**config.mk**
```make
export PLATFORM = sky130hd
export DESIGN_NAME = uart_rx
export DESIGN_NICKNAME = d
export VERILOG_FILES = /design/src/rtl/uart_rx.sv
export SDC_FILE = /design/constraint.sdc
export NUM_CORES = 1
export LEC_CHECK = 0
export CORE_ASPECT_RATIO = 0.75
export CORE_UTILIZATION = 54
export CTS_CLUSTER_DIAMETER = 200
export CTS_CLUSTER_SIZE = 40
export DETAILED_ROUTE_END_ITERATION = 7
export PLACE_DENSITY = 0.8
export SYNTH_ARGS = -nofsm -noshare
export SYNTH_HDL_FRONTEND = slang
export SYNTH_SLANG_ARGS = --single-unit
export TNS_END_PERCENT = 50
```
**constraint.sdc**
```tcl
create_clock -name clk -period 1.8 [get_ports clk]
set_input_delay 0.18 -clock clk [delete_from_list [all_inputs] [get_ports clk]]
set_output_delay 0.18 -clock clk [all_outputs]
set_load 0.005 [all_outputs]
```
**src/rtl/uart_rx.sv**
```systemverilog
// 8N1 serial receiver driven by a 16x oversampling tick strobe.
// Recovers one byte per frame and flags a zero stop bit as a framing error.
module uart_rx #(
  parameter int DBIT    = 8,
  parameter int SB_TICK = 16
) (
  input  logic            clk,
  input  logic            rst,
  input  logic            tick,
  input  logic            rx,
  output logic [DBIT-1:0] dout,
  output logic            rx_done,
  output logic            frame_err
);

  localparam int NW = (DBIT > 1) ? $clog2(DBIT) : 1;
  localparam logic [NW-1:0] N_LAST = NW'(DBIT - 1);
  localparam logic [3:0]    S_STOP = 4'(SB_TICK - 1);

  typedef enum logic [1:0] {IDLE, START, DATA, STOP} state_t;

  state_t          state, state_d;
  logic [3:0]      s, s_d;
  logic [NW-1:0]   n, n_d;
  logic [DBIT-1:0] b, b_d;
  logic [DBIT-1:0] dout_q, dout_d;
  logic            done_q, done_d;
  logic            fe_q, fe_d;
  logic            rx_meta, rx_s;

  // Reset to the idle line level so leaving reset never looks like a start edge.
  always_ff @(posedge clk or negedge rst) begin
    if (!rst) begin
      rx_meta <= 1'b1;
      rx_s    <= 1'b1;
    end else begin
      rx_meta <= rx;
      rx_s    <= rx_meta;
    end
  end

  // NOTE: registers use non-blocking assignments so every flop samples pre-edge values.
  always_ff @(posedge clk or negedge rst) begin
    if (!rst) begin
      state  <= IDLE;
      s      <= '0;
      n      <= '0;
      b      <= '0;
      dout_q <= '0;
      done_q <= 1'b0;
      fe_q   <= 1'b0;
    end else begin
      state  <= state_d;
      s      <= s_d;
      n      <= n_d;
      b      <= b_d;
      dout_q <= dout_d;
      done_q <= done_d;
      fe_q   <= fe_d;
    end
  end

  // NOTE: every signal gets a hold/default value first so no latch is inferred.
  always_comb begin
    state_d = state;
    s_d     = s;
    n_d     = n;
    b_d     = b;
    dout_d  = dout_q;
    fe_d    = fe_q;
    done_d  = 1'b0;
    unique case (state)
      IDLE: begin
        if (!rx_s) begin
          state_d = START;
          s_d     = '0;
        end
      end
      START: begin
        if (tick) begin
          if (s == 4'd7) begin
            // Mid start bit: a high line here was only a glitch.
            if (!rx_s) begin
              state_d = DATA;
              s_d     = '0;
              n_d     = '0;
            end else begin
              state_d = IDLE;
            end
          end else begin
            s_d = s + 4'd1;
          end
        end
      end
      DATA: begin
        if (tick) begin
          if (s == 4'd15) begin
            b_d = {rx_s, b[DBIT-1:1]};
            s_d = '0;
            if (n == N_LAST) state_d = STOP;
            else             n_d     = n + NW'(1);
          end else begin
            s_d = s + 4'd1;
          end
        end
      end
      STOP: begin
        if (tick) begin
          if (s == S_STOP) begin
            dout_d  = b;
            fe_d    = ~rx_s;
            done_d  = 1'b1;
            state_d = IDLE;
          end else begin
            s_d = s + 4'd1;
          end
        end
      end
      default: state_d = IDLE;
    endcase
  end

  always_comb begin
    dout      = dout_q;
    rx_done   = done_q;
    frame_err = fe_q;
  end

endmodule

```
## After elaboration in Yosys (flattened, before gate mapping)

Cells that the tools add are included.

- Input port bits: 4
- Output and inout port bits: 10
- Word-level logic and storage cells: 64
- Register bits after elaboration: 29

- Eq/ne operators: 17
- Multiplexer cells: 28
- Bitwise logic cells: 1
- Add/subtract/negate cells: 2
- Reduce and logical (&&, ||, !) cells: 7

Operators with widths:

| kind | number |
|---|---|
| $mux 4 | 7 |
| $ne 2x2->1 const B | 11 |
| $mux 2 | 9 |
| $mux 3 | 6 |
| $pmux 4 s4 | 1 |
| $pmux 2 s4 | 1 |
| $reduce_and 8->1 | 1 |
| $reduce_and 7->1 | 1 |
| $pmux 3 s2 | 1 |
| $reduce_and 3->1 | 2 |
| $add 4x1->4 const B | 1 |
| $eq 2x2->1 const B | 2 |
| $eq 4x3->1 const B | 1 |
| $eq 4x4->1 const B | 1 |
| $reduce_and 4->1 | 1 |
| $add 3x1->3 const B | 1 |
| $eq 3x3->1 const B | 1 |
| $mux 1 | 3 |
| $eq 2x1->1 const B | 1 |
| $logic_not 2->1 | 1 |
| $reduce_bool 2->1 | 1 |
| $not 1->1 | 1 |

## Logic depth before layout (Yosys ltp)

- Depth in word-level cells: 5
- Mapped depth: 6
- Depth with buffers taken out: 6

## Worst setup path before layout

No wires, ideal clock.

- Path type: register -> register
- Start: reg s[0]
- End: reg b[0]
- Required time: 1.675 ns
- Arrival time: 1.473 ns
- Slack: 0.203 ns
- Clock period less this slack: 1.597 ns
- Setup time: 0.125 ns
- Stages on the path, launching flop included: 5
- Path through: dfrtp_1 > ha_1 > nand3_4 > nor3_4 > mux2_2

- Cells in the longest elaborated chain, start to end: 2

Ends and longest elaborated chain:

| element | RTL line | source |
|---|---|---|
| from (decl) | 23 | `logic [3:0] s, s_d;` |
| from (signal assigned) | 46 | `s <= '0;` |
| from (signal assigned) | 54 | `s <= s_d;` |
| $eq 4x4->1 | 97 | `if (s == 4'd15) begin` |
| $reduce_and 3->1 (no line) | n/a |  |
| to (signal assigned) | 48 | `b <= '0;` |
| to (signal assigned) | 56 | `b <= b_d;` |
| to (decl) | 25 | `logic [DBIT-1:0] b, b_d;` |

Every way passes these cells.
A chain may end at the register's enable or synchronous reset.

## Final worst setup path

- Start: reg n[0]
- End: reg n[2]

- Cells in the longest elaborated chain, start to end: 5
- Elaborated cells between the ends (all ways): 8
- Those cells by class: add/sub: 1; eq/ne: 2; mux: 4; reduce/logical: 1

Ends and longest elaborated chain:

| element | RTL line | source |
|---|---|---|
| from (decl) | 24 | `logic [NW-1:0] n, n_d;` |
| from (signal assigned) | 55 | `n <= n_d;` |
| $add 3x1->3 | 101 | `else n_d = n + NW'(1);` |
| $mux 3 | 100 | `if (n == N_LAST) state_d = STOP;` |
| $mux 3 | 97 |  |
| $mux 3 | 96 | `if (tick) begin` |
| $pmux 3 s2 | 72 | `unique case (state)` |

Several ways; a longest one is shown, not always the timed one. The select of a mux whose other input is x is not followed.

==> results.json <==
{
  "synth.most_common_cell": "dfrtp_1",
  "setup_ws_ns": 0.129,
  "finalSetupViolCount": 0,
  "num_rows": 15,
  "wl_per_cell_microns": 14.1,
  "path_class": "register to register",
  "post_cts_buffers": 0,
  "synth_top_area_cell": "dfrtp_1",
  "power_frac_clock_pct": 24.9,
  "numPortBuffers": 13,
  "yosysSeqAreaShare_pct": 55.6,
  "synth.area.top_cells": "dfrtp_1 52%, mux2_2 14%, dfstp_2 4.0%",
  "h-tree-depth": 2,
  "wl_mm": 2.17,
  "slew_headroom_pct": 75.9,
  "clock_tree.buffer_depth": 2,
  "timing.final.crit_share_pct": 92.8,
  "status": "completed",
  "synth_edf_count": 0,
  "first_pass_iters": 4,
  "r2r-end": "n[2]",
  "drt_iter0_drc": 38,
  "worst_slew_pin_slew_ns": 0.361,
  "cts_tree": "yes",
  "arrival_ns": 1.88,
  "fin_util_pct": 67.7,
  "grt_overflow_total": 0,
  "die_area_sq_mm": 0.00263,
  "seq_power_share_pct": 56.2,
  "antenna_cells": 0,
  "synth_top_area_share_pct": 51.6,
  "multi_input_area_sq_um": 558,
  "cp_data_required_time_ns": 2.01,
  "hpwlAfterDp_mm": 1.49,
  "start_util_pct": 57.2,
  "cts_inserted_buffers": 5,
  "boundaryPins": 14,
  "worstSetupEndpointType": "register",
  "reg2reg_from": "n[0]",
  "peakVddDrop_mv": 0.595,
  "fmax_ghz": 0.599,
  "ys_async_sr_fraction_pct": 100,
  "antenna_found_initial": 0,
  "p_leak_nw": 0.693,
  "synth_cell_types": 35,
  "max_cap_violations": 0,
  "comb_power_share_pct": 18.9,
  "ys_warn_count": 0,
  "grt_pass1_wl_mm": 3.53,
  "synthFlopType": "dfrtp_1",
  "skew_ns": 0.00506,
  "vias": 833,
  "pre_cts_slack_ns": 0.0458,
  "register_area_sq_um": 728,
  "powerDensity_mw_per_mm2": 950,
  "numClockSinks": 29,
  "vias_per_cell": 5.41,
  "ant_nets": 0,
  "grt_max_degree": 30,
  "drive_gt1_share_pct": 29.2,
  "synth_seq_cells": 29,
  "setup_tns_ns": 0,
  "synth.top_cells.by_count": "27 x dfrtp_1, 16 x mux2_2, 6 x nand3_1",
  "cts-root-buf": "clkbuf_4",
  "synthesis.instances": 99,
  "die_y_microns": 44.6,
  "grt_pass1_vias": 809,
  "power.switching_mw": 0.444,
  "syn_nets": 106,
  "maxSlewViolCount": 0,
  "min_path_type": "input pin to async pin",
  "rsz0062_at_grt": "false",
  "final_nets": 126,
  "grt_use_total_pct": 19.4,
  "route.detailed.drc": 0,
  "path_max_fanout": 3,
  "clock_latency_ns": 0.32,
  "synth_area_per_cell_sq_um": 13.2,
  "ff2ff_path_depth": 5,
  "die-width_microns": 58.8,
  "finalHoldViolCount": 0,
  "start_kind": "register",
  "n_fill_cell": 181,
  "core_area_sq_mm": 0.00229,
  "internal_power_mw": 1.03,
  "min_period_ns": 1.67,
  "synth_area_sq_mm": 0.00131,
  "clkTransAtPathRegs_ns": 0.09,
  "switching_share_pct": 30.2,
  "rrSetupSlack_ns": 0.13,
  "areaGrowthSynthToFinish_pct": 18.5,
  "place_congestion": 0.870
}
## worst max-delay path by stage
stage / endpoint / slack (ns) / cells after the start / from
finish: n[2] / 0.13 / 5 / n[0]
global route: s[3] / 0.02 / 5 / s[0]
CTS: b[5] / 0.06 / 5 / s[0]
detailed placement: b[5] / 0.05 / 5 / tick
global placement: b[6] / 0.08 / 5 / tick
floorplan: b[0] / 0.20 / 4 / s[0]
## worst max-delay path, stage by stage, from the launching register on
cell and delay (ns):
dfrtp_1 0.41, ha_1 0.21, ha_1 0.22, nor4b_4 0.37
mux2i_1 0.28, o21ai_2 0.07
## per-layer routing
metal | global-route usage (%) | share of wire (%)
met1 | 23.6 | 49
met4 | 15.2 | 2.9
met5 | 0 | 0
met3 | 7.31 | 4.2
met2 | 28.0 | 44
## flip-flops by register name (all words and copies together) (netlist names), named ones only
| name | count |
|---|---|
| n | 3 |
| rx_done | 1 |
| state | 1 |
| s | 4 |
| rx_meta | 1 |
| dout | 8 |
| frame_err | 1 |
| rx_s | 1 |
| b | 8 |
## placed cells by master, fill, tap and decap left out, drive strengths merged
| cell | netlist | final |
|---|---|---|
| dfrtp | 27 | 27 |
| mux2 | 16 | 16 |
| clkdlybuf4s50 | 0 | 13 |
| clkbuf | 0 | 8 |
| nand3 | 7 | 7 |
| o21ai | 7 | 7 |
| nand2 | 4 | 4 |
| nor2 | 4 | 4 |
| nor3 | 4 | 4 |
| mux2i | 3 | 3 |
| ha | 3 | 3 |
| buf | 3 | 3 |
| inv | 2 | 2 |
| dfstp | 2 | 2 |
| nor4b | 1 | 1 |
| and3 | 1 | 1 |
| xnor2 | 1 | 1 |
| o21a | 1 | 1 |
| o22ai | 1 | 1 |
| nand3b | 1 | 1 |
| nor3b | 1 | 1 |
| or2 | 1 | 1 |
| o221ai | 1 | 1 |
| a22o | 1 | 1 |
| o31ai | 1 | 1 |
| a21o | 1 | 1 |
| a221o | 1 | 1 |
| and2b | 1 | 1 |
| o2bb2ai | 1 | 1 |
| a21oi | 1 | 1 |
| a211o | 1 | 1 |
## stage by stage
stage / hold slack, ns / cells / total power, mW / area (sq um)
2_1_floorplan: -0.116 / 99 / 1.03 / 1310
3_3_place_gp: 0.346 / 146 / 1.09 / 1500
3_5_place_dp: 0.349 / 146 / 1.11 / 1500
4_1_cts: 0.237 / 154 / 1.48 / 1550
5_1_grt: 0.247 / 154 / 1.55 / 1550
6_report: 0.235 / 154 / 1.47 / 1550
## cell families (layout without fill, tap and decap cells)
kind of cell    after synthesis  after routing  share of synthesized area [%]
compound gates               17             17                           9.27
xor+xnor                      1              1                          0.669
fa+ha+maj                     3              3                           2.87
buf+inv                       5             26                           1.91
flops                        29             29                           55.6
mux                          19             19                           16.1
simple gates                 25             25                           13.6
## cell type report
class | instances | share of cell area [%]
Sequential cell | 29 | 47.0
Multi-Input combinational cell | 65 | 36.0
Timing Repair Buffer | 16 | 10.7
Clock buffer | 8 | 3.15
Tap cell | 34 | 2.74
Inverter | 2 | 0.484
## repair_timing
action                                  4_1_cts  5_1_grt
gates resized for setup                       0        1
hold buffers                                  0        0
endpoints found under the setup margin        0       19
## power by group through the flow
stage / combinational, mW / sequential, mW / clock [mW]
5_1_grt: 0.313 / 0.838 / 0.403
3_3_place_gp: 0.258 / 0.830 / 0
2_1_floorplan: 0.231 / 0.796 / 0
6_report: 0.278 / 0.828 / 0.366
4_1_cts: 0.276 / 0.824 / 0.380
3_5_place_dp: 0.274 / 0.837 / 0
Power figures use the tool's default switching activity.
==> edit 1, RTL diff (same flow settings) <==
Put a register stage on the output `rx_done`, with the module's reset. The value now appears one clock later. The other outputs are not delayed to match.
--- a/src/rtl/uart_rx.sv
+++ b/src/rtl/uart_rx.sv
@@ -19,4 +19,6 @@
 
   typedef enum logic [1:0] {IDLE, START, DATA, STOP} state_t;
+
+  logic rx_done_d;
 
   state_t          state, state_d;
@@ -123,6 +125,14 @@
   always_comb begin
     dout      = dout_q;
-    rx_done   = done_q;
+    rx_done_d = done_q;
     frame_err = fe_q;
+  end
+
+  always_ff @(posedge clk or negedge rst) begin
+    if (!rst) begin
+      rx_done <= '0;
+    end else begin
+      rx_done <= rx_done_d;
+    end
   end
 
Behaviour: same outputs for any inputs over 10 cycles, from zero or initial values and one cycle with rst low; that may be too few to reach the edited logic, so the function may still have changed.
==> edit 1 against the original RTL <==
- sequential share of layout area fell by 4.1 points
- wire length rose by 28%
- setup slack got worse by 0.021 ns
- area after synthesis rose by 8.0%
- critical path depth rose by 1
- sequential cell count rose by 1
- die area rose by 7.7%
- final area rose by 14%
- largest cell class unchanged
Power is not compared: it rests on default switching activity, and its combinational part moved more than twofold at a synthesized area within 25%.
==> edit 1: results (changes against the original RTL) <==
[outcome]
status = finished clean  ; unchanged

[timing]
period_share_pct = 94.0  ; was 92.8%
tightest_slew_ns = 0.383  ; was 0.361 ns
worst_clock_skew_ns = 0.00966  ; was 0.00506 ns

[placement]
dp_hpwl_mm = 1.81  ; was 1.49 mm
pre_cts_ws_ns = -0.0152  ; was 0.0458 ns
place_area_um2 = 1620  ; was 1500 um2
place_congestion = 0.849  ; was 0.870

[final_layout]
area_growth_pct = 24.7  ; was 18.5%
bufAreaShareNonClock_pct = 12.8  ; was 10.7%
n_fill_cell = 161  ; was 181
drive_above_1_share_pct = 37.7  ; was 29.2%
inverters = 3  ; was 2
clkbuf_count = 7  ; was 8
seqCellArea_um2 = 756  ; was 728 um2
multi_input_cells = 73  ; was 65
n_all_buffers = 24  ; was 16
multi_input_area_um2 = 643  ; was 558 um2
clk_share_pct = 4.83  ; was 3.15%
nets = 144  ; was 126

[clock_tree]
cts.sinks = 30  ; was 29
cts_buffers = 5  ; unchanged

[global_routing]
grtUsageMet3_pct = 8.43  ; was 7.31%
grt_start_max_net_pins = 31  ; was 30
first_global_vias = 900  ; was 809
met1_usage_pct = 30.8  ; was 23.6%
grt_pass1_wl_mm = 4.33  ; was 3.53 mm
grt.total_usage_pct = 22.7  ; was 19.4%
met2_usage_pct = 32.4  ; was 28.0%

[setup_path]
worstPathArrival_ns = 1.90  ; was 1.88 ns
ff2ff_setup_slack_ns = 0.11  ; was 0.13 ns
worstSetupEndpoint = n[0]  ; was n[2]
worst-path-max-fanout = 4  ; was 3
cp_top_family = compound AO/OA/AOI/OAI gates  ; was adder cells
r2r_end = n[0]  ; was n[2]
reg2regPathDepth = 6  ; was 5

[synth]
syn_nets = 118  ; was 106
synth_compound_area_share_pct = 11.0  ; was 9.27%
muxShareOfSynthArea_pct = 15.0  ; was 16.1%
synthXorXnorAreaFrac_pct = 0  ; was 0.669%
synth_area_leaders = dfrtp_1, mux2_2, dfstp_2  ; unchanged
synth_common_cells = dfrtp_1, mux2_2, o21ai_0, nand2_1, nand3_1  ; was dfrtp_1, mux2_2, nand3_1, nand2_1, o21ai_0
synthAdderAreaFrac_pct = 2.65  ; was 2.87%
synth_area_per_cell_um2 = 12.7  ; was 13.2 um2
yosysSeqAreaShare_pct = 53.3  ; was 55.6%
ys_types = 37  ; was 35

[detailed_routing]
vias = 1009  ; was 833
route.met3.wl_um = 145  ; was 91 um
topRoutingLayerUsed = met4  ; unchanged
wl_met1_mm = 1.27  ; was 1.06 mm
wl_met2_mm = 1.33  ; was 953 um
firstDrtPassIters = 4  ; unchanged
drtIter0Drc = 37  ; was 38

edit 1: cell types whose count changed after synthesis, moves of 2 or more:
| cell | change |
|---|---|
| mux2i_1 | -2 |
| mux2_2 | +2 |
| a211oi_1 | +2 |
| o41ai_1 | +2 |
| o21ai_0 | +2 |
| nand4_1 | +2 |
| o21ai_2 | -2 |
edit 1: power by group:
group	internal, mW	total (mW)	switching, mW	leakage [nW]
registers	0.768	0.955	0.187	0.400
logic	0.333	0.645	0.312	0.351
clock network	0.331	0.557	0.226	0.0455
edit 1: metrics by stage:
step / utilization, % / hold slack, ns / total power [mW] / instances
after floorplan: - / -0.116 / 1.36 / 111
after global placement: 68.0 / 0.338 / 1.49 / 162
after detailed placement: 68.0 / 0.347 / 1.52 / 162
after CTS: 71.8 / 0.234 / 2.10 / 170
after global routing: 74.0 / 0.229 / 2.28 / 172
final: 74.0 / 0.230 / 2.16 / 172
==> edit 2, RTL diff (same settings) <==
Without the edit above. `DBIT`: 8 -> 4.
--- a/src/rtl/uart_rx.sv
+++ b/src/rtl/uart_rx.sv
@@ -2,5 +2,5 @@
 // Recovers one byte per frame and flags a zero stop bit as a framing error.
 module uart_rx #(
-  parameter int DBIT    = 8,
+  parameter int DBIT    = 4,
   parameter int SB_TICK = 16
 ) (
Ports: changed (resized dout); port bits go from 14 to 10. The function was not compared with the original's and may differ.
==> edit 2 against the original RTL <==
- final area decreased by 24%
- sequential cell count is 9 lower
- wire length shrank 13%
- setup slack lost 0.037 ns
- hold slack got worse by 0.044 ns
- critical path depth decreased by 1
- core utilization rose by 6.1 points
- fmax shrank 2.2%
- area after synthesis is 25% lower
- sequential power decreased by 17%
- count of clock-buffer cells in the layout is 5 lower
- power rose by 9.5%
==> edit 2: results (changes against the original RTL) <==
[outcome]
status = finished clean  ; unchanged

[placement]
pre_cts_ws_ns = 0.00153  ; was 0.0458 ns
dp_hpwl_mm = 1.35  ; was 1.49 mm
place_area_um2 = 1120  ; was 1500 um2
place_congestion = 0.829  ; was 0.870
dp_cells = 115  ; was 146
port_buffers = 9  ; was 13

[synth]
yosysWarnings = 0  ; unchanged
synth_area_per_cell_um2 = 11.8  ; was 13.2 um2
synth_common_cells = dfrtp_1, a21oi_1, nand3_1, mux2_1, mux2_4  ; was dfrtp_1, mux2_2, nand3_1, nand2_1, o21ai_0
yosysSeqAreaShare_pct = 51.4  ; was 55.6%
synth_area_leaders = dfrtp_1, mux2_4, dfstp_2  ; was dfrtp_1, mux2_2, dfstp_2
syn_nets = 89  ; was 106

[detailed_routing]
drc = 0  ; unchanged
totalWireLength_mm = 1.89  ; was 2.17 mm
drtIter0Drc = 29  ; was 38
avgRoutedWirePerCell_um = 15.8  ; was 14.1 um
avgViaCountPerCell = 6.01  ; was 5.41

[clock_tree]
cts_resized = 0  ; unchanged
cts_buffers = 3  ; was 5
root_buffer = clkbuf_4  ; unchanged
clk_path_buf_depth = 2  ; unchanged
post-cts-setup-buffers = 0  ; unchanged
clkTransAtPathRegs_ns = 0.12  ; was 0.09 ns
h-tree-depth = 1  ; was 2
clock_latency_ns = 0.31

[pwr]
vdd_drop_max_v = 0.00104  ; was 0.000595 V
p_leak_nw = 0.517  ; was 0.693 nW

[timing]
slew_headroom_pct = 66.3  ; was 75.9%
worst_clock_skew_ns = 0.00377  ; was 0.00506 ns

[global_routing]
grt_start_max_net_pins = 21  ; was 30
grt_pass1_wl_mm = 3.10  ; was 3.53 mm
first_global_vias = 661  ; was 809
grt.total_usage_pct = 23.3  ; was 19.4%

[final_layout]
drive_above_1_share_pct = 21.4  ; was 29.2%
nets = 105  ; was 126

[setup_path]
cp_top_family = simple AND/OR/NAND/NOR gates  ; was adder cells
worstPathArrival_ns = 1.91  ; was 1.88 ns
worst-path-max-fanout = 6  ; was 3
reg2regPathDepth = 4  ; was 5

## edit 2: changes by cell type after synthesis, sizes merged, moves of 2 or more
cell | unedited run | this run
nand2b | 0 | 2
mux2 | 16 | 9
a21oi | 1 | 5
nand4 | 0 | 2
o21ai | 7 | 5
dfrtp | 27 | 18
nand3 | 7 | 5
## edit 2: metal layers
layer | share of wire (%) | track usage, %
met1 | 46 | 30.1
met2 | 44 | 36.2
met3 | 6.6 | 8.24
met4 | 2.8 | 8.33
met5 | 0 | 0
## edit 2: cell families after synthesis
family | count (synthesis) | share of synthesized area, %
flip-flops | 20 | 51.4
AND/OR/NAND/NOR | 25 | 16.0
buffers and inverters | 6 | 2.68
adder cells (fa/ha/maj) | 2 | 2.56
AO/OA/AOI/OAI | 18 | 12.5
multiplexers | 11 | 13.9
XOR/XNOR | 1 | 0.895
## edit 2: cell type report
| type | count | area, um2 |
|---|---|---|
| flip-flops and latches | 20 | 503 |
| multi-input cells | 57 | 454 |
| fillers | 112 | 417 |
| repair buffers | 14 | 128 |
| clock inverters | 1 | 30.0 |
| well taps | 21 | 26.3 |
| clock buffers | 3 | 22.5 |
| inverters | 3 | 11.3 |
## edit 2: path summary, 6_finish.rpt
check                        start      end  slack [ns]
max                           s[0]     b[2]        0.09
min                            rst     b[0]        0.19
max reg2reg                   s[0]     b[2]        0.09
min reg2reg                rx_meta     rx_s        0.36
max in group asynchronous      rst  rx_meta        1.34
min in group clk                rx  rx_meta        0.27
## edit 2: where the power goes
part | switching, mW | internal [mW]
clock | 0.143 | 0.225
sequential | 0.126 | 0.557
combinational | 0.285 | 0.274
